<file path="config.mk">
export PLATFORM = sky130hd
export DESIGN_NAME = sram_req_ctrl
export DESIGN_NICKNAME = d
export VERILOG_FILES = /design/src/rtl/sram_ctrl_pkg.sv /design/src/rtl/sram_rsp_fifo.sv /design/src/rtl/sram_req_ctrl.sv
export SDC_FILE = /design/constraint.sdc
export NUM_CORES = 1
export LEC_CHECK = 0
export CORE_UTILIZATION = 42
export CTS_CLUSTER_SIZE = 10
export DETAILED_ROUTE_END_ITERATION = 6
export PLACE_DENSITY = 0.86
export SYNTH_ARGS = -nofsm -noshare
export SYNTH_HDL_FRONTEND = slang
export SYNTH_SLANG_ARGS = --single-unit
</file>
<file path="constraint.sdc">
create_clock -name clk -period 5.1 [get_ports clk]
set_input_delay 0.765 -clock clk [delete_from_list [all_inputs] [get_ports clk]]
set_output_delay 0.765 -clock clk [all_outputs]
set_load 0.02 [all_outputs]
</file>
<file path="src/rtl/sram_ctrl_pkg.sv">
// Shared constants and types for the SRAM request controller.
package sram_ctrl_pkg;

  // Default SRAM geometry.
  localparam int SRAM_ADDR_WIDTH = 14;
  localparam int SRAM_DATA_WIDTH = 32;

  // Response FIFO geometry: two entries cover one read landing while another is issued.
  localparam int RSP_FIFO_DEPTH = 2;
  localparam int RSP_FIFO_CNT_W = $clog2(RSP_FIFO_DEPTH + 1);

  // Controller states.
  typedef enum logic [0:0] {
    INIT = 1'b0,
    RUN  = 1'b1
  } sram_state_e;

  // Plain constants for the state register, kept for older tooling.
  localparam logic [0:0] ST_INIT = INIT;
  localparam logic [0:0] ST_RUN  = RUN;

endpackage

</file>
<file path="src/rtl/sram_rsp_fifo.sv">
// Two-entry response FIFO with combinational head, push/pop and occupancy count.
module sram_rsp_fifo
  import sram_ctrl_pkg::*;
#(
  parameter int WIDTH = SRAM_DATA_WIDTH
) (
  input  logic                      clk,
  input  logic                      rst,
  input  logic                      push,
  input  logic                      pop,
  input  logic [WIDTH-1:0]          wdata,
  output logic [WIDTH-1:0]          rdata,
  output logic                      empty,
  output logic [RSP_FIFO_CNT_W-1:0] count
);

  localparam int PTR_W = $clog2(RSP_FIFO_DEPTH);

  logic [WIDTH-1:0]          mem_reg [RSP_FIFO_DEPTH];
  logic [PTR_W-1:0]          wr_ptr_reg;
  logic [PTR_W-1:0]          rd_ptr_reg;
  logic [RSP_FIFO_CNT_W-1:0] count_reg;
  logic [RSP_FIFO_CNT_W-1:0] count_next;
  logic                      full;
  logic                      do_push;
  logic                      do_pop;

  assign empty   = (count_reg == '0);
  assign full    = (count_reg == RSP_FIFO_CNT_W'(RSP_FIFO_DEPTH));
  assign do_pop  = pop && !empty;
  // A push into a full FIFO is only safe when the head leaves in the same cycle.
  assign do_push = push && (!full || do_pop);
  assign rdata   = mem_reg[rd_ptr_reg];
  assign count   = count_reg;

  // Occupancy update; push and pop together leave the count unchanged.
  always_comb begin
    count_next = count_reg;
    case ({do_push, do_pop})
      2'b10:   count_next = count_reg + 1'b1;
      2'b01:   count_next = count_reg - 1'b1;
      default: count_next = count_reg;
    endcase
  end

  // Pointer and count registers; depth is a power of two so pointers wrap naturally.
  always_ff @(posedge clk) begin
    if (rst) begin
      wr_ptr_reg <= '0;
      rd_ptr_reg <= '0;
      count_reg  <= '0;
    end else begin
      count_reg <= count_next;
      if (do_push) wr_ptr_reg <= wr_ptr_reg + 1'b1;
      if (do_pop)  rd_ptr_reg <= rd_ptr_reg + 1'b1;
    end
  end

  // Storage entries carry no reset; contents only matter once counted.
  generate
    for (genvar gi = 0; gi < RSP_FIFO_DEPTH; gi++) begin : g_entry
      // Capture write data into this entry when the write pointer selects it.
      always_ff @(posedge clk) begin
        if (do_push && (wr_ptr_reg == PTR_W'(gi))) begin
          mem_reg[gi] <= wdata;
        end
      end
    end
  endgenerate

  // The request-side flow control must never let a response arrive with nowhere to go.
  a_no_overflow : assert property (@(posedge clk) disable iff (rst) !(push && full && !pop));

endmodule

</file>
<file path="src/rtl/sram_req_ctrl.sv">
// Valid/ready request front end for a single-port synchronous SRAM with an
// in-order read response path. Optional macro SRAM_INIT_EN adds a post-reset
// pass that writes zero to every address before requests are accepted.
module sram_req_ctrl
  import sram_ctrl_pkg::*;
#(
  parameter int ADDR_WIDTH = SRAM_ADDR_WIDTH,
  parameter int DATA_WIDTH = SRAM_DATA_WIDTH
) (
  input  logic                    clk,
  input  logic                    rst,
  // request side
  input  logic                    req_valid,
  output logic                    req_ready,
  input  logic                    req_we,
  input  logic [DATA_WIDTH/8-1:0] req_be,
  input  logic [ADDR_WIDTH-1:0]   req_addr,
  input  logic [DATA_WIDTH-1:0]   req_wdata,
  // response side
  output logic                    rsp_valid,
  input  logic                    rsp_ready,
  output logic [DATA_WIDTH-1:0]   rsp_rdata,
  output logic                    init_done,
  // SRAM side
  output logic                    CEN,
  output logic                    GWEN,
  output logic [DATA_WIDTH/8-1:0] BEN,
  output logic [ADDR_WIDTH-1:0]   A,
  output logic [DATA_WIDTH-1:0]   D,
  input  logic [DATA_WIDTH-1:0]   Q
);

  localparam int BW = DATA_WIDTH / 8;

`ifdef SRAM_INIT_EN
  localparam logic [0:0] RESET_STATE = ST_INIT;
`else
  localparam logic [0:0] RESET_STATE = ST_RUN;
`endif

  logic [0:0]                state_reg;
  logic [0:0]                state_next;
  logic [ADDR_WIDTH-1:0]     init_cnt_reg;
  logic [ADDR_WIDTH-1:0]     init_cnt_next;
  logic                      rd_pending_reg;
  logic                      rd_pending_next;

  logic                      in_init;
  logic                      in_run;
  logic                      accept;
  logic                      fifo_push;
  logic                      fifo_pop;
  logic                      fifo_empty;
  logic [RSP_FIFO_CNT_W-1:0] fifo_count;
  logic [DATA_WIDTH-1:0]     fifo_rdata;
  logic [2:0]                occupancy;
  logic [BW-1:0]             ben_acc;

  // Reset overrides the state so the pins are quiet for the whole reset cycle.
  assign in_init = !rst && (state_reg == ST_INIT);
  assign in_run  = !rst && (state_reg == ST_RUN);

  // Reads in flight that still need a FIFO slot, after this cycle's pop leaves.
  assign fifo_pop  = rsp_valid && rsp_ready;
  assign occupancy = {1'b0, fifo_count} + {2'b00, rd_pending_reg} - {2'b00, fifo_pop};

  assign req_ready = in_run && (occupancy < 3'd2);
  assign accept    = req_valid && req_ready;

  // Q belongs to the read issued last cycle; a reset in between throws it away.
  assign fifo_push = rd_pending_reg && !rst;

  assign rsp_valid = !rst && !fifo_empty;
  assign rsp_rdata = fifo_rdata;
  assign init_done = in_run;

  // Byte enables during an access: writes honour req_be, reads enable every lane.
  generate
    for (genvar gi = 0; gi < BW; gi++) begin : g_ben
      assign ben_acc[gi] = req_we ? ~req_be[gi] : 1'b0;
    end
  endgenerate

  // SRAM pin mux: idle under reset, zero-fill during INIT, pass-through in RUN.
  always_comb begin
    CEN  = 1'b1;
    GWEN = 1'b1;
    BEN  = '1;
    A    = '0;
    D    = '0;
    if (in_init) begin
      CEN  = 1'b0;
      GWEN = 1'b0;
      BEN  = '0;
      A    = init_cnt_reg;
      D    = '0;
    end else if (in_run) begin
      A = req_addr;
      D = req_wdata;
      if (accept) begin
        CEN  = 1'b0;
        GWEN = ~req_we;
        BEN  = ben_acc;
      end
    end
  end

  // Next-state logic: INIT walks every address once, then hands over to RUN.
  always_comb begin
    state_next      = state_reg;
    init_cnt_next   = init_cnt_reg;
    rd_pending_next = accept && !req_we;
    if (state_reg == ST_INIT) begin
      init_cnt_next = init_cnt_reg + 1'b1;
      if (init_cnt_reg == '1) begin
        state_next = ST_RUN;
      end
    end
  end

  // Control registers; reset restarts INIT from address zero and drops any pending read.
  always_ff @(posedge clk) begin
    if (rst) begin
      state_reg      <= RESET_STATE;
      init_cnt_reg   <= '0;
      rd_pending_reg <= 1'b0;
    end else begin
      state_reg      <= state_next;
      init_cnt_reg   <= init_cnt_next;
      rd_pending_reg <= rd_pending_next;
    end
  end

  sram_rsp_fifo #(
    .WIDTH (DATA_WIDTH)
  ) u_rsp_fifo (
    .clk   (clk),
    .rst   (rst),
    .push  (fifo_push),
    .pop   (fifo_pop),
    .wdata (Q),
    .rdata (fifo_rdata),
    .empty (fifo_empty),
    .count (fifo_count)
  );

endmodule

</file>
# Word level (Yosys, flattened, before mapping)
# Memory sizes are Yosys's and may differ from the RTL's. A register that Yosys moved wholly into a read port is not among the register bits.
# Cells that the tools add are included.
[totals]
ff_bits = 20
ram_bits = 64
in_bits = 87
out_inout_bits = 87
wordCells = 75
n_memories = 1
[op_classes]
addsub = 7
magnitude_cmp = 1
eq_ne = 4
mux = 28
bitwise = 7
n_reduce_logical = 21
[mem_list]
columns = ["name", "words", "word_bits", "read_ports", "rd_ports_with_merged_regs", "wr", "line", "rtl"]
rows = [
  ["u_rsp_fifo.mem_reg", 2, 32, 1, 1, 1, "sram_rsp_fifo.sv:19", "logic [WIDTH-1:0] mem_reg [RSP_FIFO_DEPTH];"],
]
[op_table]
columns = ["cell", "count"]
rows = [
  ["2-to-1 mux 32 bit", 3],
  ["OR reduction 32 bit", 1],
  ["2-to-1 mux 14 bit", 2],
  ["2-to-1 mux 1 bit", 19],
  ["adder 14 x 1 -> 14 bit (second input constant)", 1],
  ["equality test 14 bit (second input constant)", 1],
  ["logical AND 1 bit", 12],
  ["2-to-1 mux 4 bit", 3],
  ["inverter 1 bit", 7],
  ["equality test 2 bit (second input constant)", 2],
  ["logical NOT 1 bit", 4],
  ["one-hot mux 2 bit (2 select lines)", 1],
  ["adder 2 x 1 -> 3 bit", 1],
  ["< comparator 3 x 2 -> 1 bit (second input constant)", 1],
  ["subtractor 3 x 1 -> 3 bit", 1],
  ["adder 1 bit (second input constant)", 2],
  ["adder 2 x 1 -> 2 bit (second input constant)", 1],
  ["equality test 2 x 1 -> 1 bit (second input constant)", 1],
  ["logical NOT 2 bit", 1],
  ["nonzero test 2 bit", 1],
  ["OR reduction 2 bit", 1],
  ["subtractor 2 x 1 -> 2 bit (second input constant)", 1],
  ["logical OR 1 bit", 1],
]

# Longest topological paths before layout
[logic_depth]
ltp_word = 12
mapped_depth = 8
depth_no_buf = 8

# Hierarchy
# A second synthesis with hierarchy kept.
[unflattened]
hier_cells = 292
hier_area_um2 = 3797.4
[by_module_without_submodules]
columns = ["module", "instances", "cells_per_inst", "area_each_um2", "seq_area_each_um2"]
rows = [
  ["sram_rsp_fifo", 1, 130, 2566.2, 2021.9],
  ["sram_req_ctrl", 1, 162, 1231.2, 320.3],
]

# Worst setup path after synthesis
# OpenSTA, ideal clock, no wires.
[synth_timing]
path_type = "input port to flip-flop"
startpoint = "input port rst"
endpoint = "memory u_rsp_fifo.mem_reg[1][0] (netlist bit), enable pin"
setup_time_ps = 468
arrival_time_ps = 3381
required_ps = 4632
slack_ps = 1252
cell_stages = 2
path_buffers = 1
cell_sequence = "clkbuf_1 nor3b_1"
[synth_via]
elab_chain_len = 11
word_cells_on_any_way = 16
classes_between = "mux (6); reduce/logical (10)"
[synth_rtl]
columns = ["item", "line", "rtl"]
rows = [
  ["start, declared", "sram_req_ctrl.sv:11", "input logic rst,"],
  ["logical NOT 1 bit (*)", "sram_req_ctrl.sv:71, sram_req_ctrl.sv:73", ""],
  ["logical AND 1 bit", "sram_req_ctrl.sv:73", "assign rsp_valid = !rst && !fifo_empty;"],
  ["logical AND 1 bit", "sram_req_ctrl.sv:64", "assign fifo_pop = rsp_valid && rsp_ready;"],
  ["logical AND 1 bit", "sram_rsp_fifo.sv:30", "assign do_pop = pop && !empty;"],
  ["logical OR 1 bit", "sram_rsp_fifo.sv:32", "assign do_push = push && (!full || do_pop);"],
  ["logical AND 1 bit (*)", "sram_rsp_fifo.sv:32", ""],
  ["logical AND 1 bit", "sram_rsp_fifo.sv:64", "if (do_push && (wr_ptr_reg == PTR_W'(gi))) begin"],
  ["2-to-1 mux 1 bit", "sram_rsp_fifo.sv:64", ""],
  ["2-to-1 mux 1 bit (implied by the code)", "sram_rsp_fifo.sv:65", "mem_reg[gi] <= wdata;"],
  ["OR reduction 32 bit (no source line)", "-", ""],
  ["2-to-1 mux 1 bit (no source line)", "-", ""],
  ["end, declared", "sram_rsp_fifo.sv:19", ""],
]
# Every way passes the cells marked *; elsewhere a longest branch is shown, timed or not.

# Final worst setup path
[layout_timing]
startpoint = "input port rst"
endpoint = "output port GWEN"
[layout_via]
elab_chain_len = 10
word_cells_on_any_way = 12
classes_between = "add/sub (1); order compare (1); mux (3); reduce/logical (7)"
[layout_rtl]
columns = ["item", "line", "rtl"]
rows = [
  ["logical NOT 1 bit (*)", "sram_req_ctrl.sv:60, sram_req_ctrl.sv:61, sram_req_ctrl.sv:73", ""],
  ["logical AND 1 bit", "sram_req_ctrl.sv:73", ""],
  ["logical AND 1 bit", "sram_req_ctrl.sv:64", ""],
  ["subtractor 3 x 1 -> 3 bit", "sram_req_ctrl.sv:65", "assign occupancy = {1'b0, fifo_count} + {2'b00, rd_pending_reg} - {2'b00, fifo_pop};"],
  ["< comparator 3 x 2 -> 1 bit", "sram_req_ctrl.sv:67", "assign req_ready = in_run && (occupancy < 3'd2);"],
  ["logical AND 1 bit", "sram_req_ctrl.sv:67", ""],
  ["logical AND 1 bit", "sram_req_ctrl.sv:68", "assign accept = req_valid && req_ready;"],
  ["2-to-1 mux 1 bit", "sram_req_ctrl.sv:100", "if (accept) begin"],
  ["2-to-1 mux 1 bit", "sram_req_ctrl.sv:97", "end else if (in_run) begin"],
  ["2-to-1 mux 1 bit (*)", "sram_req_ctrl.sv:91", "if (in_init) begin"],
  ["end, declared", "sram_req_ctrl.sv:26", "output logic GWEN,"],
]
# Marked as above.

==> out/qor.yml <==
layout:
  stdcell_area_um2: 5960
  fin_cells: 585
  drive_gt1_share_pct: 13.2
  fill_cells: 613
  multiInputGateArea_um2: 1420
  largest_register_ff_count: 64
  diodes: 0
  area_growth_pct: 54.4
  layout.nets: 562
  seq_area_um2: 2340
grt:
  grt_pass1_vias: 3009
  grtUsageTotal_pct: 19.8
  grt.overflow.total: 0
  grt_max_degree: 44
  grt_pass1_wl_um: 14700
  antenna_found_initial: 0
synth:
  syn_area_um2: 3860
  avgSynthCellArea_um2: 13.0
  syn_inst: 297
  seq_area_frac_synth_pct: 60.7
  synth_top_area_share_pct: 49.8
  ys_seq_elements: 85
  syn-num-nets: 387
  ys.flop_type: "edfxtp_1"
  ys_top_cells_by_count: "edfxtp_1, mux2_2, and2_1, nor2_1, dfxtp_1"
  synth.largest_area_cell: "edfxtp_1"
  synth_edf_count: 64
  yosysMostFrequentCell: "edfxtp_1"
  synthTopCellsByArea: "edfxtp_1, dfxtp_1, mux2_2"
  synth.distinct_cells: 42
  async_reset_ff_share_pct: 0
  ys_warn_count: 0
clock_network:
  clock_sinks: 85
  path_clk_slew_ns: 0.09
  post_cts_buffers: 0
  cts_resized: 0
  clkLatencyLatePin_ns: 0.34
  cts_root_buf: "clkbuf_8"
  cts_hold_buf: 0
  htreeDepth: 3
  numCtsBuffers: 9
  cts_tree: "yes"
  clock_path_buffers: 2
power:
  internal_power_mw: 1.20
  finalPower_mw: 1.54
  comb_power_share_pct: 13.4
  powerDensity_nw_per_um2: 257
  leakage_nw: 2.19
  netSwitchingFraction_pct: 21.8
  seq_power_share_pct: 48.7
  power_switching_uw: 334
  vdd_drop_max_v: 0.000164
  clkPwrFrac_pct: 37.9
drt:
  viasPerCell: 5.10
  drt-pass1-iter-count: 6
  drt_iter0_markers: 93
  drc_errors: 9
  wl_per_cell_um: 16.2
  drtAntennaViolNets: 0
  vias: 2983
  wirelength_um: 9490
place:
  io_buffers: 173
  place_area_um2: 5710
  place_congestion: 0.813
  placed_cells: 569
  dp_hpwl_um: 6980
setup_path:
  cp_data_arrival_time_ns: 3.55
  worstPathCellList: "clkdlybuf4s50_1, o21bai_1, nor2_1, ha_1, nand2b_1, fa_1, xnor2_1, a31o_2, o211ai_1, clkdlybuf4s50_1"
  crit_path_max_fanout: 6
  cp-startpoint: "rst"
  crit_slowest_cell: "clkdlybuf4s50_1"
  crit_type: "primary input to output port"
  worstRegToRegCells: 8
  crit_path_end_kind: "output port"
  r2r_end: "rd_pending_reg"
  critPathMaxStageDelay_ns: 0.65
  start_kind: "primary input"
  r2r_start: "u_rsp_fifo.count[1]"
  reg2reg_slack_ns: 2.89
  cp_common_cell: "clkdlybuf4s50_1"
  crit_end: "GWEN"
  required_ns: 4.34
floorplanning:
  initial_core_util_pct: 43.8
  core-area_um2: 8810
  dieArea_um2: 9580
  chipHeight_um: 97.9
  num_io_pins: 174
  std_cell_rows: 34
  die_w_um: 97.9
timing:
  fin_crit_sh_pct: 84.6
  finalCriticalPeriod_ns: 4.31
  rsz0062_at_grt: "false"
  worst_slew_pin_slew_ns: 0.515
  skew_ns: 0.0103
  fin_setup_tns_ns: 0
  slew_viol_final: 0
  setup_viol: 0
  maxSlewHeadroom_pct: 65.3
  hold_viol_final: 0
  clock.fmax_ghz: 0.232
  holdWs_ns: 0.517
status:
  violations: "design-rule violations"
  status: "complete, but fails checks"
run:
  max-cap-violations: 0
min_path:
  hold_start: "init_cnt_reg[13]"
  hold_path_class: "register to register"
-- logic make-up (layout without fill, tap and decap cells) --
group / count (synthesis) / count (layout) / share of synthesized area [%]
and+or+nand+nor: 100 / 100 / 14.9
DFF: 85 / 85 / 60.7
muxes: 52 / 52 / 14.6
AOI/OAI and AO/OA: 28 / 28 / 4.63
buffers and inverters: 24 / 204 / 2.85
xor gates and xnor gates: 5 / 5 / 1.13
adders and majority gates: 3 / 3 / 1.17
-- stage by stage --
step           util (%)  worst slack, ns
2_1_floorplan         -             1.25
3_3_place_gp       64.8            0.798
3_5_place_dp       64.8            0.741
4_1_cts            67.7            0.744
5_1_grt            67.7            0.613
6_report           67.7            0.785
-- worst max-delay path: cells and delay by family --
| family | cells | cell delay [ns] |
|---|---|---|
| buffers and inverters | 2 | 1.16 |
| adder cells (fa/ha/maj) | 2 | 0.65 |
| AO/OA/AOI/OAI | 3 | 0.60 |
| AND/OR/NAND/NOR | 2 | 0.22 |
| XOR/XNOR | 1 | 0.15 |
-- routing by layer --
metal | up-vias | global-route usage, % | part of all wire (%)
met5 | - | 0 | 0
met2 | 129 | 35.9 | 51
met1 | 1417 | 21.5 | 38
met4 | 0 | 8.16 | 2.4
li1 | 1422 | - | -
met3 | 15 | 6.01 | 8.1
-- cell type report --
type	count	share of cell area, %
Inverter	9	0.567
Tap cell	108	2.27
Multi-Input combinational cell	188	23.8
Timing Repair Buffer	179	29.8
Sequential cell	85	39.3
Clock buffer	9	2.08
Clock inverter	7	2.22
-- layout by cell type, fill, tap and decap left out, types with 9 or more instances in the layout --
cell	netlist	final
clkdlybuf4s50_1	0	173
edfxtp_1	64	64
mux2_2	35	35
and2_1	32	32
nor2_1	27	27
dfxtp_1	21	21
mux2i_1	16	16
inv_1	9	9
a21oi_1	9	9
clkbuf_8	0	9
-- worst min path at each step --
| stage | end | slack [ns] | depth (start not counted) |
|---|---|---|---|
| floorplan | state_reg | 0.47 | 2 |
| global placement | u_rsp_fifo.wr_ptr_reg | 0.48 | 2 |
| detailed placement | u_rsp_fifo.wr_ptr_reg | 0.50 | 2 |
| CTS | u_rsp_fifo.wr_ptr_reg | 0.52 | 2 |
| global route | state_reg | 0.55 | 2 |
| finish | state_reg | 0.52 | 2 |
-- power groups by stage --
| stage | clock network [mW] | registers [mW] | logic [mW] |
|---|---|---|---|
| after floorplan | 0 | 0.764 | 0.0740 |
| after global placement | 0 | 0.764 | 0.203 |
| after detailed placement | 0 | 0.764 | 0.206 |
| after CTS | 0.595 | 0.748 | 0.208 |
| after global routing | 0.622 | 0.749 | 0.218 |
| final | 0.581 | 0.748 | 0.206 |
Power figures use the tool's default switching activity.
